--- src/rtl/ex_pkg.sv ---
// ex_pkg: ALU codes, alu_op encodings and the
// ID/EX control bundle shared by the EX slice.
package ex_pkg;

  localparam logic [3:0] ALU_ADD = 4'b0010;
  localparam logic [3:0] ALU_SUB = 4'b0110;
  localparam logic [3:0] ALU_AND = 4'b0000;
  localparam logic [3:0] ALU_OR  = 4'b0001;

  typedef enum logic [1:0] {
    OP_ADD   = 2'b00,
    OP_SUB   = 2'b01,
    OP_FUNCT = 2'b10,
    OP_RSVD  = 2'b11
  } alu_op_e;

  typedef struct packed {
    logic       mem_read;
    logic       mem_write;
    logic       reg_write;
    logic       mem_to_reg;
    logic       branch;
    logic       alu_src;
    alu_op_e    alu_op;
    logic [2:0] funct3;
    logic       funct7b5;
  } ex_ctrl_t;

  localparam ex_ctrl_t CTRL_NOP = ex_ctrl_t'('0);

endpackage

--- src/rtl/alu_control.sv ---
// alu_control: maps alu_op/funct bits to one
// of the four ALU operation codes.
import ex_pkg::*;

module alu_control (
  input  alu_op_e    alu_op,
  input  logic [2:0] funct3,
  input  logic       funct7b5,
  input  logic       alu_src,
  output logic [3:0] code
);

  logic is_funct;
  assign is_funct = (alu_op == OP_FUNCT);

  // decode; anything unlisted falls back to ADD
  always_comb begin
    code = ALU_ADD;
    unique case (1'b1)
      alu_op == OP_SUB:
        code = ALU_SUB;
      is_funct && funct3 == 3'b000:
        code = (funct7b5 & ~alu_src) ? ALU_SUB : ALU_ADD;
      is_funct && funct3 == 3'b111:
        code = ALU_AND;
      is_funct && funct3 == 3'b110:
        code = ALU_OR;
      default:
        code = ALU_ADD;
    endcase
  end

endmodule

--- src/rtl/id_ex_stage.sv ---
// id_ex_stage: ID/EX register, ALU decode, forwarding
// and load-use stall. Option: ID_EX_FORWARDING_EN.
import ex_pkg::*;

module id_ex_stage #(
  parameter int XLEN = 64,
  parameter int RW   = 5
) (
  input  logic            clk,
  input  logic            rst_n,
  input  logic            id_valid,
  input  logic [RW-1:0]   id_rs1,
  input  logic [RW-1:0]   id_rs2,
  input  logic [RW-1:0]   id_rd,
  input  logic [XLEN-1:0] id_rs1_data,
  input  logic [XLEN-1:0] id_rs2_data,
  input  logic [XLEN-1:0] id_imm,
  input  logic [2:0]      id_funct3,
  input  logic            id_funct7b5,
  input  logic [1:0]      id_alu_op,
  input  logic            id_alu_src,
  input  logic            id_mem_read,
  input  logic            id_mem_write,
  input  logic            id_reg_write,
  input  logic            id_mem_to_reg,
  input  logic            id_branch,
  input  logic            flush,
  input  logic [RW-1:0]   exmem_rd,
  input  logic            exmem_reg_write,
  input  logic [XLEN-1:0] exmem_result,
  input  logic [RW-1:0]   memwb_rd,
  input  logic            memwb_reg_write,
  input  logic [XLEN-1:0] memwb_result,
  output logic            stall,
  output logic            ex_valid,
  output logic [RW-1:0]   ex_rd,
  output logic            ex_mem_read,
  output logic            ex_mem_write,
  output logic            ex_reg_write,
  output logic            ex_mem_to_reg,
  output logic            ex_branch,
  output logic [XLEN-1:0] alu_rs1,
  output logic [XLEN-1:0] alu_rs2,
  output logic [3:0]      alu_control,
  output logic [XLEN-1:0] ex_store_data
);

  ex_ctrl_t        id_ctrl;
  ex_ctrl_t        ctrl_q;
  logic            valid_q;
  logic [RW-1:0]   rd_q;
  logic [XLEN-1:0] rs1_data_q;
  logic [XLEN-1:0] rs2_data_q;
  logic [XLEN-1:0] imm_q;
  logic            hazard;
  logic            bubble;
  logic [XLEN-1:0] fwd_rs1;
  logic [XLEN-1:0] fwd_rs2;

  assign id_ctrl = '{
    mem_read:   id_mem_read,
    mem_write:  id_mem_write,
    reg_write:  id_reg_write,
    mem_to_reg: id_mem_to_reg,
    branch:     id_branch,
    alu_src:    id_alu_src,
    alu_op:     alu_op_e'(id_alu_op),
    funct3:     id_funct3,
    funct7b5:   id_funct7b5
  };

  logic ex_rd_hit;
  assign ex_rd_hit = (rd_q != '0) &&
                     (rd_q == id_rs1 || rd_q == id_rs2);

`ifdef ID_EX_FORWARDING_EN
  logic [RW-1:0] rs1_q;
  logic [RW-1:0] rs2_q;

  // only a load in EX cannot be forwarded in time
  always_comb begin
    hazard = valid_q & ctrl_q.mem_read & ex_rd_hit;
  end

  // source indices kept for the forwarding compare
  always_ff @(posedge clk or negedge rst_n) begin
    if (!rst_n) begin
      rs1_q <= '0;
      rs2_q <= '0;
    end else if (bubble) begin
      rs1_q <= '0;
      rs2_q <= '0;
    end else begin
      rs1_q <= id_rs1;
      rs2_q <= id_rs2;
    end
  end

  // operand forwarding, EX/MEM before MEM/WB, never x0
  always_comb begin
    fwd_rs1 = rs1_data_q;
    if (exmem_reg_write && exmem_rd != '0 &&
        exmem_rd == rs1_q)
      fwd_rs1 = exmem_result;
    else if (memwb_reg_write && memwb_rd != '0 &&
             memwb_rd == rs1_q)
      fwd_rs1 = memwb_result;
    fwd_rs2 = rs2_data_q;
    if (exmem_reg_write && exmem_rd != '0 &&
        exmem_rd == rs2_q)
      fwd_rs2 = exmem_result;
    else if (memwb_reg_write && memwb_rd != '0 &&
             memwb_rd == rs2_q)
      fwd_rs2 = memwb_result;
  end
`else
  logic exmem_hit;
  logic unused_fwd;

  assign exmem_hit = exmem_reg_write &&
                     (exmem_rd != '0) &&
                     (exmem_rd == id_rs1 ||
                      exmem_rd == id_rs2);

  // any RAW on EX or EX/MEM waits for the regfile
  always_comb begin
    hazard = (valid_q & ctrl_q.reg_write & ex_rd_hit) |
             exmem_hit;
  end

  // operands straight from the registered regfile reads
  always_comb begin
    fwd_rs1 = rs1_data_q;
    fwd_rs2 = rs2_data_q;
  end

  assign unused_fwd = ^{memwb_rd, memwb_reg_write,
                        memwb_result, exmem_result};
`endif

  assign stall  = id_valid & hazard & ~flush;
  assign bubble = flush | stall | ~id_valid;

  // ID/EX register: instruction or bubble each edge
  always_ff @(posedge clk or negedge rst_n) begin
    if (!rst_n) begin
      valid_q    <= 1'b0;
      rd_q       <= '0;
      ctrl_q     <= CTRL_NOP;
      rs1_data_q <= '0;
      rs2_data_q <= '0;
      imm_q      <= '0;
    end else if (bubble) begin
      valid_q    <= 1'b0;
      rd_q       <= '0;
      ctrl_q     <= CTRL_NOP;
      rs1_data_q <= '0;
      rs2_data_q <= '0;
      imm_q      <= '0;
    end else begin
      valid_q    <= 1'b1;
      rd_q       <= id_rd;
      ctrl_q     <= id_ctrl;
      rs1_data_q <= id_rs1_data;
      rs2_data_q <= id_rs2_data;
      imm_q      <= id_imm;
    end
  end

  alu_control u_alu_ctrl (
    .alu_op   (ctrl_q.alu_op),
    .funct3   (ctrl_q.funct3),
    .funct7b5 (ctrl_q.funct7b5),
    .alu_src  (ctrl_q.alu_src),
    .code     (alu_control)
  );

  assign alu_rs1       = fwd_rs1;
  assign alu_rs2       = ctrl_q.alu_src ? imm_q : fwd_rs2;
  assign ex_store_data = fwd_rs2;

  assign ex_valid      = valid_q;
  assign ex_rd         = rd_q;
  assign ex_mem_read   = ctrl_q.mem_read;
  assign ex_mem_write  = ctrl_q.mem_write;
  assign ex_reg_write  = ctrl_q.reg_write;
  assign ex_mem_to_reg = ctrl_q.mem_to_reg;
  assign ex_branch     = ctrl_q.branch;

endmodule

--- config.mk ---
export PLATFORM = sky130hd
export DESIGN_NAME = id_ex_stage
export DESIGN_NICKNAME = d
export VERILOG_FILES = /design/src/rtl/ex_pkg.sv /design/src/rtl/alu_control.sv /design/src/rtl/id_ex_stage.sv
export SDC_FILE = /design/constraint.sdc
export NUM_CORES = 1
export LEC_CHECK = 0
export ABC_AREA = 1
export CAP_MARGIN = 20
export CORE_AREA = 2 2 220 222
export DETAILED_ROUTE_END_ITERATION = 8
export DIE_AREA = 0 0 222 224
export GPL_ROUTABILITY_DRIVEN = 1
export SYNTH_ARGS = -nofsm -noshare
export SYNTH_HDL_FRONTEND = slang
export SYNTH_SLANG_ARGS = --single-unit
--- constraint.sdc ---
create_clock -name clk -period 2.7 [get_ports clk]
set_input_delay 0.405 -clock clk [delete_from_list [all_inputs] [get_ports clk]]
set_output_delay 0.405 -clock clk [all_outputs]
set_load 0.01 [all_outputs]
==> run_summary.xml, run 1 <==
<?xml version="1.0" encoding="UTF-8"?>
<metrics>
  <group name="pwr">
    <metric name="power.total" unit="W">0.007783</metric>
    <metric name="power_density" unit="nW/um^2">546.7</metric>
    <metric name="p_clk_share" unit="%">42.8</metric>
    <metric name="psw" unit="W">0.001813</metric>
    <metric name="power_switching_share" unit="%">23.30</metric>
    <metric name="power.share.sequential" unit="%">42.8</metric>
    <metric name="p_comb_share" unit="%">14.4</metric>
    <metric name="internal_cell_power" unit="W">0.005970</metric>
    <metric name="power.ir.vdd_worst" unit="mV">0.3413</metric>
    <metric name="power.leakage" unit="nW">7.261</metric>
  </group>
  <group name="global_routing">
    <metric name="globalRouteTotalUtil" unit="%">10.44</metric>
    <metric name="largest_net_degree_at_the_start_of_global_routing" unit="">76</metric>
    <metric name="grt.overflow.total" unit="">0</metric>
    <metric name="grt_first_pass_wirelength" unit="um">40800</metric>
    <metric name="first_global_vias" unit="">7295</metric>
    <metric name="initial_antenna_violation_count" unit="">3</metric>
  </group>
  <group name="sta">
    <metric name="worst_max_slew_margin_expressed_relative_to_the_limit" unit="%">65.08</metric>
    <metric name="worst-slew-pin-transition" unit="ns">0.5238</metric>
    <metric name="final_hold_viol_count" unit="">0</metric>
    <metric name="final.period_utilization" unit="%">97.25</metric>
    <metric name="setup_violations" unit="">0</metric>
    <metric name="maxSlewViolCount" unit="">0</metric>
    <metric name="grt_setup_unrepaired" unit="">true</metric>
    <metric name="worst_slack" unit="ns">0.07423</metric>
    <metric name="final.min_clock_period" unit="ns">2.626</metric>
    <metric name="fin_worst_skew" unit="ns">0.01340</metric>
    <metric name="fmaxAchievable" unit="MHz">380.8</metric>
  </group>
  <group name="detailed_routing">
    <metric name="ant_nets" unit="">0</metric>
    <metric name="detail_route.iter0.violations" unit="">238</metric>
    <metric name="via_cell_ratio" unit="">3.564</metric>
    <metric name="remaining_design_rule_violation_count" unit="">0</metric>
    <metric name="vias" unit="">6803</metric>
    <metric name="drt-pass1-iter-count" unit="">4</metric>
    <metric name="wl_per_cell" unit="um">14.21</metric>
    <metric name="postRouteWirelength" unit="um">27140</metric>
  </group>
  <group name="critical_path">
    <metric name="timing.critical_path.arrival" unit="ns">2.22</metric>
    <metric name="timing.critical_path.required" unit="ns">2.30</metric>
    <metric name="critPathLaunchType" unit="">flip-flop</metric>
    <metric name="setup.worst_path.class" unit="">flip-flop to output pin</metric>
    <metric name="maximum_fanout_along_the_worst_path" unit="">20</metric>
    <metric name="endpoint_kind" unit="">output pin</metric>
  </group>
  <group name="status">
    <metric name="outcome" unit="">complete, no violations</metric>
  </group>
  <group name="layout">
    <metric name="layout.nets" unit="">1643</metric>
    <metric name="diodes" unit="">0</metric>
    <metric name="layout.cells.most_common" unit="">sky130_fd_sc_hd__clkdlybuf4s50_1</metric>
    <metric name="final_design_area_no_fill" unit="um^2">14240</metric>
    <metric name="most-common-layout-cells" unit="">sky130_fd_sc_hd__clkdlybuf4s50_1, sky130_fd_sc_hd__inv_1, sky130_fd_sc_hd__nor2_1</metric>
    <metric name="flow.area_growth_from_synthesis" unit="%">72.33</metric>
    <metric name="fill_cells" unit="">4992</metric>
    <metric name="final_layout_size_suffix_gt1_share" unit="%">10.05</metric>
  </group>
  <group name="die">
    <metric name="top_level_ports" unit="">571</metric>
    <metric name="die_span_y" unit="um">224</metric>
    <metric name="design.core.area" unit="um^2">47350</metric>
    <metric name="dieWidth" unit="um">222</metric>
    <metric name="initial_core_util" unit="%">17.45</metric>
    <metric name="floorplan.rows" unit="">80</metric>
    <metric name="die_area" unit="um^2">49730</metric>
  </group>
  <group name="run">
    <metric name="timing.max_cap.violations" unit="">0</metric>
  </group>
  <group name="clock_network">
    <metric name="cts_setup_buffers" unit="">0</metric>
    <metric name="clock_tree.root_cell" unit="">sky130_fd_sc_hd__clkbuf_16</metric>
    <metric name="insertion_delay" unit="ns">0.54</metric>
    <metric name="tritoncts_clock_tree" unit="">yes</metric>
    <metric name="clk_pin_slew_worst_paths" unit="ns">0.06</metric>
    <metric name="cts_buf_count" unit="">25</metric>
    <metric name="cts-htree-levels" unit="">1</metric>
    <metric name="clock_sinks" unit="">210</metric>
    <metric name="cts_max_path_buffers" unit="">3</metric>
  </group>
  <group name="place">
    <metric name="dp.final_hpwl" unit="um">20530</metric>
    <metric name="postPlaceCellArea" unit="um^2">13390</metric>
    <metric name="dp_worst_setup_slack" unit="ns">-0.08486</metric>
    <metric name="place.gp.congestion" unit="">0.8110</metric>
    <metric name="io_buffer_count" unit="">435</metric>
  </group>
  <group name="yosys">
    <metric name="synth.cell_area" unit="um^2">8262</metric>
    <metric name="number_of_warning_messages_in_the_yosys_log" unit="">0</metric>
    <metric name="ys_seq_elements" unit="">210</metric>
    <metric name="syn-instance-count" unit="">825</metric>
    <metric name="post_synth_net_total" unit="">1188</metric>
    <metric name="synth_sequential_area_ratio" unit="%">63.61</metric>
    <metric name="syn-mean-instance-area" unit="um^2">10.01</metric>
    <metric name="yosysUniqueCellTypes" unit="">20</metric>
  </group>
  <group name="min_path">
    <metric name="hold_path_class" unit="">input pin to flip-flop</metric>
  </group>
</metrics>
==> through the flow <==
stage,utilization (%),std cells,TNS (ns),hold slack (ns)
6_report,30.07,1909,0,0.3786
5_1_grt,30.07,1909,-0.0003801,0.3568
4_1_cts,30.00,1908,0,0.3457
3_5_place_dp,28.29,1866,-0.08486,0.3964
3_3_place_gp,28.29,1866,0,0.3944
2_1_floorplan,-,825,0,0.1094
==> final timing paths <==
check / startpoint / slack, ns / cells past startpoint / to
worst min-delay path: id_imm[35] / 0.38 / 3 / imm_q[35]
min in group asynchronous: rst_n / 0.42 / 2 / ex_store_data[29]
worst max-delay path: ctrl_q[6] / 0.07 / 3 / alu_rs2[29]
max in group asynchronous: rst_n / 1.53 / 3 / alu_rs1[1]
worst min register to register: ex_valid / 0.85 / 6 / ex_valid
worst max register to register: ex_rd[1] / 0.88 / 11 / imm_q[54]
==> logic make-up (layout without fill, tap and decap cells) <==
group,after synthesis,after routing,share of synthesized area [%]
buf+inv,261,730,13.77
compound gates,3,3,0.2119
mux,64,64,8.723
flops,210,210,63.61
xor+xnor,6,6,0.6361
other cells,1,1,0.04539
simple gates,280,280,13.01
==> metal layers <==
layer  wire length (um)  track usage [%]  vias up
li1                   -                -     3234
met3               2745            4.420       49
met5                 34                0        -
met4                660            3.182        6
met1              10300            11.21     3198
met2              13390            18.60      316
==> power groups by stage <==
stage | clock, W | combinational [W] | sequential, W
floorplan | 0 | 0.000320 | 0.00342
global placement | 0 | 0.00113 | 0.00338
detailed placement | 0 | 0.00114 | 0.00339
CTS | 0.00346 | 0.00114 | 0.00334
global route | 0.00359 | 0.00122 | 0.00335
finish | 0.00333 | 0.00112 | 0.00333
==> Yosys cell counts, drive strengths merged <==
library cell	instances	area, um^2
nand4	2	12.51
conb	1	3.750
nor2	221	829.6
nor3	3	15.01
nand2	46	172.7
a21boi	1	7.510
xnor2	4	35.03
nand3	8	45.04
mux2	64	720.7
dfrtp	210	5255
inv	230	863.3
xor2	2	17.52
clkbuf	2	7.510
buf	29	266.5
o21ai	2	10.00
==> area by class of cell <==
class	count	area, um^2	share of cell area, %
Clock buffer	35	723.2	5.080
Clock inverter	6	83.83	0.5888
Inverter	230	863.3	6.064
Multi-Input combinational cell	354	1877	13.18
Sequential cell	210	5259	36.94
Tap cell	615	769.5	5.405
Timing Repair Buffer	459	4662	32.74
==> worst max-delay path, stage by stage (launching register included) <==
cell	delay, ns
sky130_fd_sc_hd__dfrtp_4	0.58
sky130_fd_sc_hd__clkbuf_16	0.27
sky130_fd_sc_hd__mux2_2	0.35
sky130_fd_sc_hd__clkdlybuf4s50_1	0.48
==> repair_timing <==
| item | CTS | global route |
|---|---|---|
| endpoints found under the setup margin | 16 | 10 |
| gates cloned | 0 | 1 |
| hold buffers | 1 | 0 |
| endpoints found under the hold margin | 56 | 0 |
| resized for setup | 12 | 3 |
Note: power is estimated with default switching activity, not from simulation.
==> run 2: changes to the inputs <==
--- a/config.mk
+++ b/config.mk
@@ -6,6 +6,7 @@
 export NUM_CORES = 1
 export LEC_CHECK = 0
 export ABC_AREA = 1
+export ABC_CLOCK_PERIOD_IN_PS = 2700
 export CAP_MARGIN = 20
 export CORE_AREA = 2 2 220 222
 export DETAILED_ROUTE_END_ITERATION = 8
==> constraint.sdc (replaced) <==
create_clock -name clk -period 2.7 [get_ports clk]
set_input_delay 0.405 -clock clk [delete_from_list [all_inputs] [get_ports clk]]
set_output_delay 0.405 -clock clk [all_outputs]
set_load 0.1 [all_outputs]
==> run 2 against run 1 <==
Effect of this change:
- critical path depth stayed put
- utilization up 0.63 points
- setup slack better by 0.063 ns
- die area unchanged
- clock skew about the same
- wire length is 2.9% lower
- combinational power rose by 93%
- highest routed layer unchanged
==> run_summary.xml, run 2 (same netlist as run 1, synthesis figures left out) <==
<?xml version="1.0" encoding="UTF-8"?>
<metrics>
  <group name="status">
    <metric name="outcome" unit="">complete, no violations</metric>
  </group>
  <group name="detailed_routing">
    <metric name="postRouteWirelength" unit="um">26340</metric>
    <metric name="ant_nets" unit="">0</metric>
    <metric name="detail_route.iter0.violations" unit="">262</metric>
    <metric name="remaining_design_rule_violation_count" unit="">0</metric>
    <metric name="via_cell_ratio" unit="">3.502</metric>
    <metric name="wl_per_cell" unit="um">13.80</metric>
    <metric name="drt-pass1-iter-count" unit="">4</metric>
    <metric name="vias" unit="">6686</metric>
  </group>
  <group name="layout">
    <metric name="post_layout_nonfiller_instances" unit="">1909</metric>
    <metric name="final_layout_size_suffix_gt1_share" unit="%">26.06</metric>
    <metric name="most-common-layout-cells" unit="">sky130_fd_sc_hd__inv_1, sky130_fd_sc_hd__clkdlybuf4s50_1, sky130_fd_sc_hd__nor2_1</metric>
    <metric name="layout.nets" unit="">1636</metric>
    <metric name="flow.area_growth_from_synthesis" unit="%">75.95</metric>
  </group>
  <group name="place">
    <metric name="place.gp.congestion" unit="">0.7640</metric>
    <metric name="io_buffer_count" unit="">435</metric>
    <metric name="placedCellCount" unit="">1859</metric>
    <metric name="dp.final_hpwl" unit="um">20210</metric>
  </group>
  <group name="die">
    <metric name="dieWidth" unit="um">222</metric>
    <metric name="design.core.area" unit="um^2">47350</metric>
    <metric name="die_area" unit="um^2">49730</metric>
    <metric name="top_level_ports" unit="">571</metric>
    <metric name="initial_core_util" unit="%">17.45</metric>
    <metric name="die_span_y" unit="um">224</metric>
    <metric name="floorplan.rows" unit="">80</metric>
  </group>
  <group name="critical_path">
    <metric name="critPathSlowestCell" unit="">sky130_fd_sc_hd__dfrtp_4</metric>
    <metric name="endpoint_kind" unit="">output pin</metric>
    <metric name="rr_endpoint" unit="">imm_q[53]</metric>
    <metric name="timing.critical_path.arrival" unit="ns">2.16</metric>
    <metric name="timing.critical_path.required" unit="ns">2.30</metric>
    <metric name="cp_slowest_stage_delay" unit="ns">0.76</metric>
    <metric name="crit_end" unit="">alu_rs2[10]</metric>
    <metric name="ff2ff_setup_slack" unit="ns">0.98</metric>
    <metric name="maximum_fanout_along_the_worst_path" unit="">23</metric>
    <metric name="timing.critical_path.cells" unit="">buf_4, mux2_2, buf_12</metric>
    <metric name="critical_path_origin" unit="">ctrl_q[6]</metric>
    <metric name="critPathLaunchType" unit="">flip-flop</metric>
    <metric name="worst_r2r_path_depth" unit="">10</metric>
    <metric name="r2r-start" unit="">ex_rd[0]</metric>
    <metric name="setup.worst_path.class" unit="">flip-flop to output pin</metric>
  </group>
  <group name="global_routing">
    <metric name="globalRouteTotalUtil" unit="%">10.43</metric>
    <metric name="largest_net_degree_at_the_start_of_global_routing" unit="">87</metric>
    <metric name="grt.overflow.total" unit="">0</metric>
    <metric name="grt_first_pass_wirelength" unit="um">40720</metric>
    <metric name="first_global_vias" unit="">7230</metric>
    <metric name="initial_antenna_violation_count" unit="">2</metric>
  </group>
  <group name="sta">
    <metric name="final.period_utilization" unit="%">94.93</metric>
    <metric name="finalHoldWorstSlack" unit="ns">0.3779</metric>
    <metric name="final.min_clock_period" unit="ns">2.563</metric>
    <metric name="setup_violations" unit="">0</metric>
    <metric name="fmaxAchievable" unit="MHz">390.1</metric>
    <metric name="maxSlewViolCount" unit="">0</metric>
    <metric name="setup-tns-final" unit="ns">0</metric>
    <metric name="fin_worst_skew" unit="ns">0.01372</metric>
    <metric name="final_hold_viol_count" unit="">0</metric>
    <metric name="grt_setup_unrepaired" unit="">false</metric>
    <metric name="worst-slew-pin-transition" unit="ns">0.5982</metric>
    <metric name="worst_max_slew_margin_expressed_relative_to_the_limit" unit="%">60.12</metric>
  </group>
  <group name="run">
    <metric name="timing.max_cap.violations" unit="">0</metric>
  </group>
  <group name="clock_network">
    <metric name="cts_buf_count" unit="">26</metric>
    <metric name="cts-htree-levels" unit="">1</metric>
    <metric name="cts_max_path_buffers" unit="">3</metric>
    <metric name="post_cts_resize_count" unit="">0</metric>
    <metric name="tritoncts_clock_tree" unit="">yes</metric>
    <metric name="clock_sinks" unit="">210</metric>
    <metric name="cts.hold.buffers_added" unit="">1</metric>
    <metric name="clk_pin_slew_worst_paths" unit="ns">0.06</metric>
    <metric name="clock_tree.root_cell" unit="">sky130_fd_sc_hd__clkbuf_16</metric>
    <metric name="cts_setup_buffers" unit="">0</metric>
    <metric name="insertion_delay" unit="ns">0.54</metric>
  </group>
  <group name="pwr">
    <metric name="internal_cell_power" unit="W">0.006203</metric>
    <metric name="power.leakage" unit="nW">7.737</metric>
    <metric name="power.ir.vdd_worst" unit="mV">0.4207</metric>
    <metric name="psw" unit="W">0.002859</metric>
    <metric name="p_comb_share" unit="%">23.8</metric>
    <metric name="power.share.sequential" unit="%">36.8</metric>
    <metric name="p_clk_share" unit="%">39.3</metric>
    <metric name="power_switching_share" unit="%">31.55</metric>
    <metric name="power_density" unit="nW/um^2">623.4</metric>
  </group>
  <group name="min_path">
    <metric name="hold_path_class" unit="">input pin to flip-flop</metric>
  </group>
</metrics>
## run 2: cell types whose count changed in the layout (fill, tap and decap cells not counted), sizes merged
| cell | previous run | this run |
|---|---|---|
| inv | 231 | 230 |
| clkbuf | 36 | 35 |
| dlymetal6s2s | 2 | 0 |
| clkinvlp | 0 | 2 |
| clkinv | 3 | 8 |
| buf | 23 | 223 |
| bufinv | 2 | 3 |
| diode | 0 | 1 |
| dlygate4sd2 | 11 | 0 |
| clkdlybuf4s50 | 421 | 227 |
## run 2: worst min path at each step
| stage | from | endpoint | slack [ns] | depth (start not counted) |
|---|---|---|---|---|
| after global routing | id_rs2_data[15] | ex_store_data[15] | 0.36 | 3 |
| after detailed placement | rst_n | imm_q[22] | 0.43 | 1 |
| after CTS | id_rs1_data[17] | alu_rs1[17] | 0.34 | 3 |
| final | id_rs1_data[5] | alu_rs1[5] | 0.38 | 3 |
| after global placement | rst_n | imm_q[28] | 0.43 | 1 |
| after floorplan | rst_n | alu_rs1[0] | 0.11 | 0 |
## run 2: power groups by stage
stage                     Combinational (W)  Sequential [W]  Clock [W]
after detailed placement            0.00218         0.00340          0
final                               0.00216         0.00334    0.00356
after floorplan                    0.000673         0.00401          0
after global routing                0.00226         0.00335    0.00384
after CTS                           0.00219         0.00334    0.00371
after global placement              0.00217         0.00339          0
## run 2: metal layers
layer	up-vias	share of wire, %	track usage [%]
met5	-	0.049	0
met4	2	2.1	2.899
met3	37	8.9	3.607
met2	299	49	18.19
met1	3122	40	12.14
li1	3226	-	-
## run 2: layout make-up
type,count,area [um^2]
fillers,4893,32810
diodes,1,2.502
inverters,230,863.3
repair buffers,451,4865
multi-input cells,354,1886
well taps,615,769.5
clock buffers,35,735.7
clock inverters,13,156.4
flip-flops and latches,210,5259
## run 2: critical path, delay by kind of cell (launching register included)
family | cells | cell delay [ns]
muxes | 1 | 0.39
DFF | 1 | 0.76
buffers and inverters | 2 | 0.46
## run 2: metrics by stage
| step | instance area (um^2) | power (W) | setup slack (ns) | utilization, % |
|---|---|---|---|---|
| after floorplan | 8270 | 0.004687 | -0.1119 | - |
| after global placement | 13630 | 0.005562 | 0.2870 | 28.79 |
| after detailed placement | 13630 | 0.005577 | 0.2744 | 28.79 |
| after CTS | 14530 | 0.009234 | 0.05763 | 30.70 |
| after global routing | 14530 | 0.009451 | 0.02653 | 30.70 |
| final | 14540 | 0.009062 | 0.1368 | 30.70 |
==> run 3: changes to the inputs <==
--- a/config.mk
+++ b/config.mk
@@ -12,6 +12,7 @@
 export DETAILED_ROUTE_END_ITERATION = 8
 export DIE_AREA = 0 0 222 224
 export GPL_ROUTABILITY_DRIVEN = 1
+export MAX_ROUTING_LAYER = met4
 export SYNTH_ARGS = -nofsm -noshare
 export SYNTH_HDL_FRONTEND = slang
 export SYNTH_SLANG_ARGS = --single-unit
==> run 3 against run 2 <==
Effect of this change:
- setup slack better by 0.0013 ns
- wire length about the same
- register-to-register slack about the same
- via count up 0.64%
- first-iteration DRC count down 0.76%
- die area unchanged
- count of clock-buffer cells in the layout unchanged
- critical path type unchanged
- clock power about the same
- non-clock buffer count unchanged
- sequential power about the same
- critical path depth unchanged
==> run_summary.xml, run 3 (same netlist as run 1, synthesis figures left out) <==
<?xml version="1.0" encoding="UTF-8"?>
<metrics>
  <group name="status">
    <metric name="outcome" unit="">complete, no violations</metric>
  </group>
  <group name="global_routing">
    <metric name="first_global_vias" unit="">7261</metric>
    <metric name="largest_net_degree_at_the_start_of_global_routing" unit="">87</metric>
    <metric name="initial_antenna_violation_count" unit="">2</metric>
    <metric name="grt_first_pass_wirelength" unit="um">40570</metric>
    <metric name="globalRouteTotalUtil" unit="%">10.74</metric>
    <metric name="grt.overflow.total" unit="">0</metric>
  </group>
  <group name="sta">
    <metric name="final_hold_viol_count" unit="">0</metric>
    <metric name="fin_worst_skew" unit="ns">0.01378</metric>
    <metric name="fmaxAchievable" unit="MHz">390.3</metric>
    <metric name="worst_max_slew_margin_expressed_relative_to_the_limit" unit="%">59.89</metric>
    <metric name="grt_setup_unrepaired" unit="">false</metric>
    <metric name="setup-tns-final" unit="ns">0</metric>
    <metric name="finalHoldWorstSlack" unit="ns">0.3788</metric>
    <metric name="maxSlewViolCount" unit="">0</metric>
    <metric name="worst-slew-pin-transition" unit="ns">0.6017</metric>
    <metric name="setup_violations" unit="">0</metric>
    <metric name="final.period_utilization" unit="%">94.88</metric>
    <metric name="final.min_clock_period" unit="ns">2.562</metric>
    <metric name="worst_slack" unit="ns">0.1381</metric>
  </group>
  <group name="pwr">
    <metric name="internal_cell_power" unit="W">0.006203</metric>
    <metric name="power_density" unit="nW/um^2">623.3</metric>
    <metric name="p_clk_share" unit="%">39.3</metric>
    <metric name="power.share.sequential" unit="%">36.8</metric>
    <metric name="power.ir.vdd_worst" unit="mV">0.4201</metric>
    <metric name="power.leakage" unit="nW">7.737</metric>
    <metric name="power_switching_share" unit="%">31.54</metric>
    <metric name="power.total" unit="W">0.009061</metric>
    <metric name="p_comb_share" unit="%">23.8</metric>
    <metric name="psw" unit="W">0.002858</metric>
  </group>
  <group name="run">
    <metric name="timing.max_cap.violations" unit="">0</metric>
  </group>
  <group name="detailed_routing">
    <metric name="via_cell_ratio" unit="">3.523</metric>
    <metric name="ant_nets" unit="">0</metric>
    <metric name="remaining_design_rule_violation_count" unit="">0</metric>
    <metric name="detail_route.iter0.violations" unit="">260</metric>
    <metric name="wl_per_cell" unit="um">13.80</metric>
    <metric name="postRouteWirelength" unit="um">26360</metric>
    <metric name="drt-pass1-iter-count" unit="">4</metric>
    <metric name="vias" unit="">6729</metric>
  </group>
  <group name="min_path">
    <metric name="hold_path_class" unit="">input pin to flip-flop</metric>
    <metric name="worstHoldEndpoint" unit="">alu_rs1[17]</metric>
    <metric name="min-delay-start" unit="">id_rs1_data[17]</metric>
    <metric name="timing.hold.worst_path_depth" unit="">3</metric>
  </group>
  <group name="critical_path">
    <metric name="endpoint_kind" unit="">output pin</metric>
    <metric name="timing.critical_path.required" unit="ns">2.30</metric>
    <metric name="maximum_fanout_along_the_worst_path" unit="">23</metric>
    <metric name="ff2ff_setup_slack" unit="ns">0.97</metric>
    <metric name="setup.worst_path.class" unit="">flip-flop to output pin</metric>
    <metric name="critPathLaunchType" unit="">flip-flop</metric>
    <metric name="r2r-start" unit="">ex_rd[2]</metric>
    <metric name="timing.critical_path.arrival" unit="ns">2.16</metric>
    <metric name="worst_r2r_path_depth" unit="">8</metric>
    <metric name="rr_endpoint" unit="">imm_q[18]</metric>
  </group>
  <group name="die">
    <metric name="top_level_ports" unit="">571</metric>
    <metric name="floorplan.rows" unit="">80</metric>
    <metric name="die_span_y" unit="um">224</metric>
    <metric name="die_area" unit="um^2">49730</metric>
    <metric name="initial_core_util" unit="%">17.45</metric>
    <metric name="dieWidth" unit="um">222</metric>
    <metric name="design.core.area" unit="um^2">47350</metric>
  </group>
  <group name="place">
    <metric name="io_buffer_count" unit="">435</metric>
    <metric name="place.gp.congestion" unit="">0.7742</metric>
    <metric name="dp_worst_setup_slack" unit="ns">0.2744</metric>
    <metric name="dp.final_hpwl" unit="um">20210</metric>
  </group>
  <group name="clock_network">
    <metric name="insertion_delay" unit="ns">0.54</metric>
    <metric name="post_cts_resize_count" unit="">0</metric>
    <metric name="cts_setup_buffers" unit="">0</metric>
    <metric name="clock_sinks" unit="">210</metric>
    <metric name="cts_max_path_buffers" unit="">3</metric>
    <metric name="clock_tree.root_cell" unit="">sky130_fd_sc_hd__clkbuf_16</metric>
    <metric name="cts_buf_count" unit="">26</metric>
    <metric name="tritoncts_clock_tree" unit="">yes</metric>
    <metric name="clk_pin_slew_worst_paths" unit="ns">0.06</metric>
    <metric name="cts-htree-levels" unit="">1</metric>
  </group>
  <group name="layout">
    <metric name="layout.nets" unit="">1636</metric>
    <metric name="fill_cells" unit="">4894</metric>
    <metric name="flow.area_growth_from_synthesis" unit="%">75.98</metric>
    <metric name="most-common-layout-cells" unit="">sky130_fd_sc_hd__inv_1, sky130_fd_sc_hd__clkdlybuf4s50_1, sky130_fd_sc_hd__nor2_1</metric>
    <metric name="final_util" unit="%">30.71</metric>
    <metric name="final_layout_size_suffix_gt1_share" unit="%">26.06</metric>
  </group>
</metrics>
## run 3: cell types whose count changed in the layout (fill, tap and decap cells not counted), sizes merged
| cell | before | now |
|---|---|---|
| diode | 1 | 2 |
## run 3: how the worst max path moves through the flow
stage | startpoint | to | slack [ns]
floorplan | ex_rd[2] | stall | -0.11
global placement | exmem_rd[3] | stall | 0.29
detailed placement | id_rs2[1] | stall | 0.27
CTS | ctrl_q[6] | alu_rs2[10] | 0.06
global route | ctrl_q[6] | alu_rs2[9] | 0.03
finish | ctrl_q[6] | alu_rs2[10] | 0.14
## run 3: power by group through the flow
stage / sequential (W) / combinational, W / clock (W)
2_1_floorplan: 0.00401 / 0.000673 / 0
3_3_place_gp: 0.00339 / 0.00217 / 0
3_5_place_dp: 0.00340 / 0.00218 / 0
4_1_cts: 0.00334 / 0.00219 / 0.00371
5_1_grt: 0.00335 / 0.00226 / 0.00383
6_report: 0.00334 / 0.00216 / 0.00356
## run 3: repair_timing
| item | 4_1_cts | 5_1_grt |
|---|---|---|
| hold endpoints to repair | 62 | 0 |
| endpoints found under the setup margin | 0 | 0 |
| hold buffers | 1 | 0 |
## run 3: cell type report
cell class	instances	area (um^2)	area share, %
Clock inverter	13	156.4	1.076
Inverter	230	863.3	5.938
Sequential cell	210	5259	36.17
Antenna cell	2	5.005	0.03442
Clock buffer	35	735.7	5.060
Timing Repair Buffer	451	4865	33.46
Multi-Input combinational cell	354	1886	12.97
Tap cell	615	769.5	5.293
## run 3: worst max-delay path: stages, from the launching register on
cell and delay (ns):
sky130_fd_sc_hd__dfrtp_4 0.76, sky130_fd_sc_hd__buf_4 0.29, sky130_fd_sc_hd__mux2_2 0.39, sky130_fd_sc_hd__buf_12 0.17
## run 3: per-stage QoR
stage                     instances  instance area (um^2)
final                          1910                 14540
after global placement         1859                 13630
after detailed placement       1859                 13630
after global routing           1910                 14540
after CTS                      1908                 14530
after floorplan                 825                  8270
## run 3: metal layers
metal / global-route usage (%) / share of wire [%] / wire, um
met1: 12.30 / 41 / 10710
met2: 18.18 / 49 / 12860
met3: 3.371 / 8.4 / 2224
met4: 2.899 / 2.1 / 564
met5: - / 0 / 0
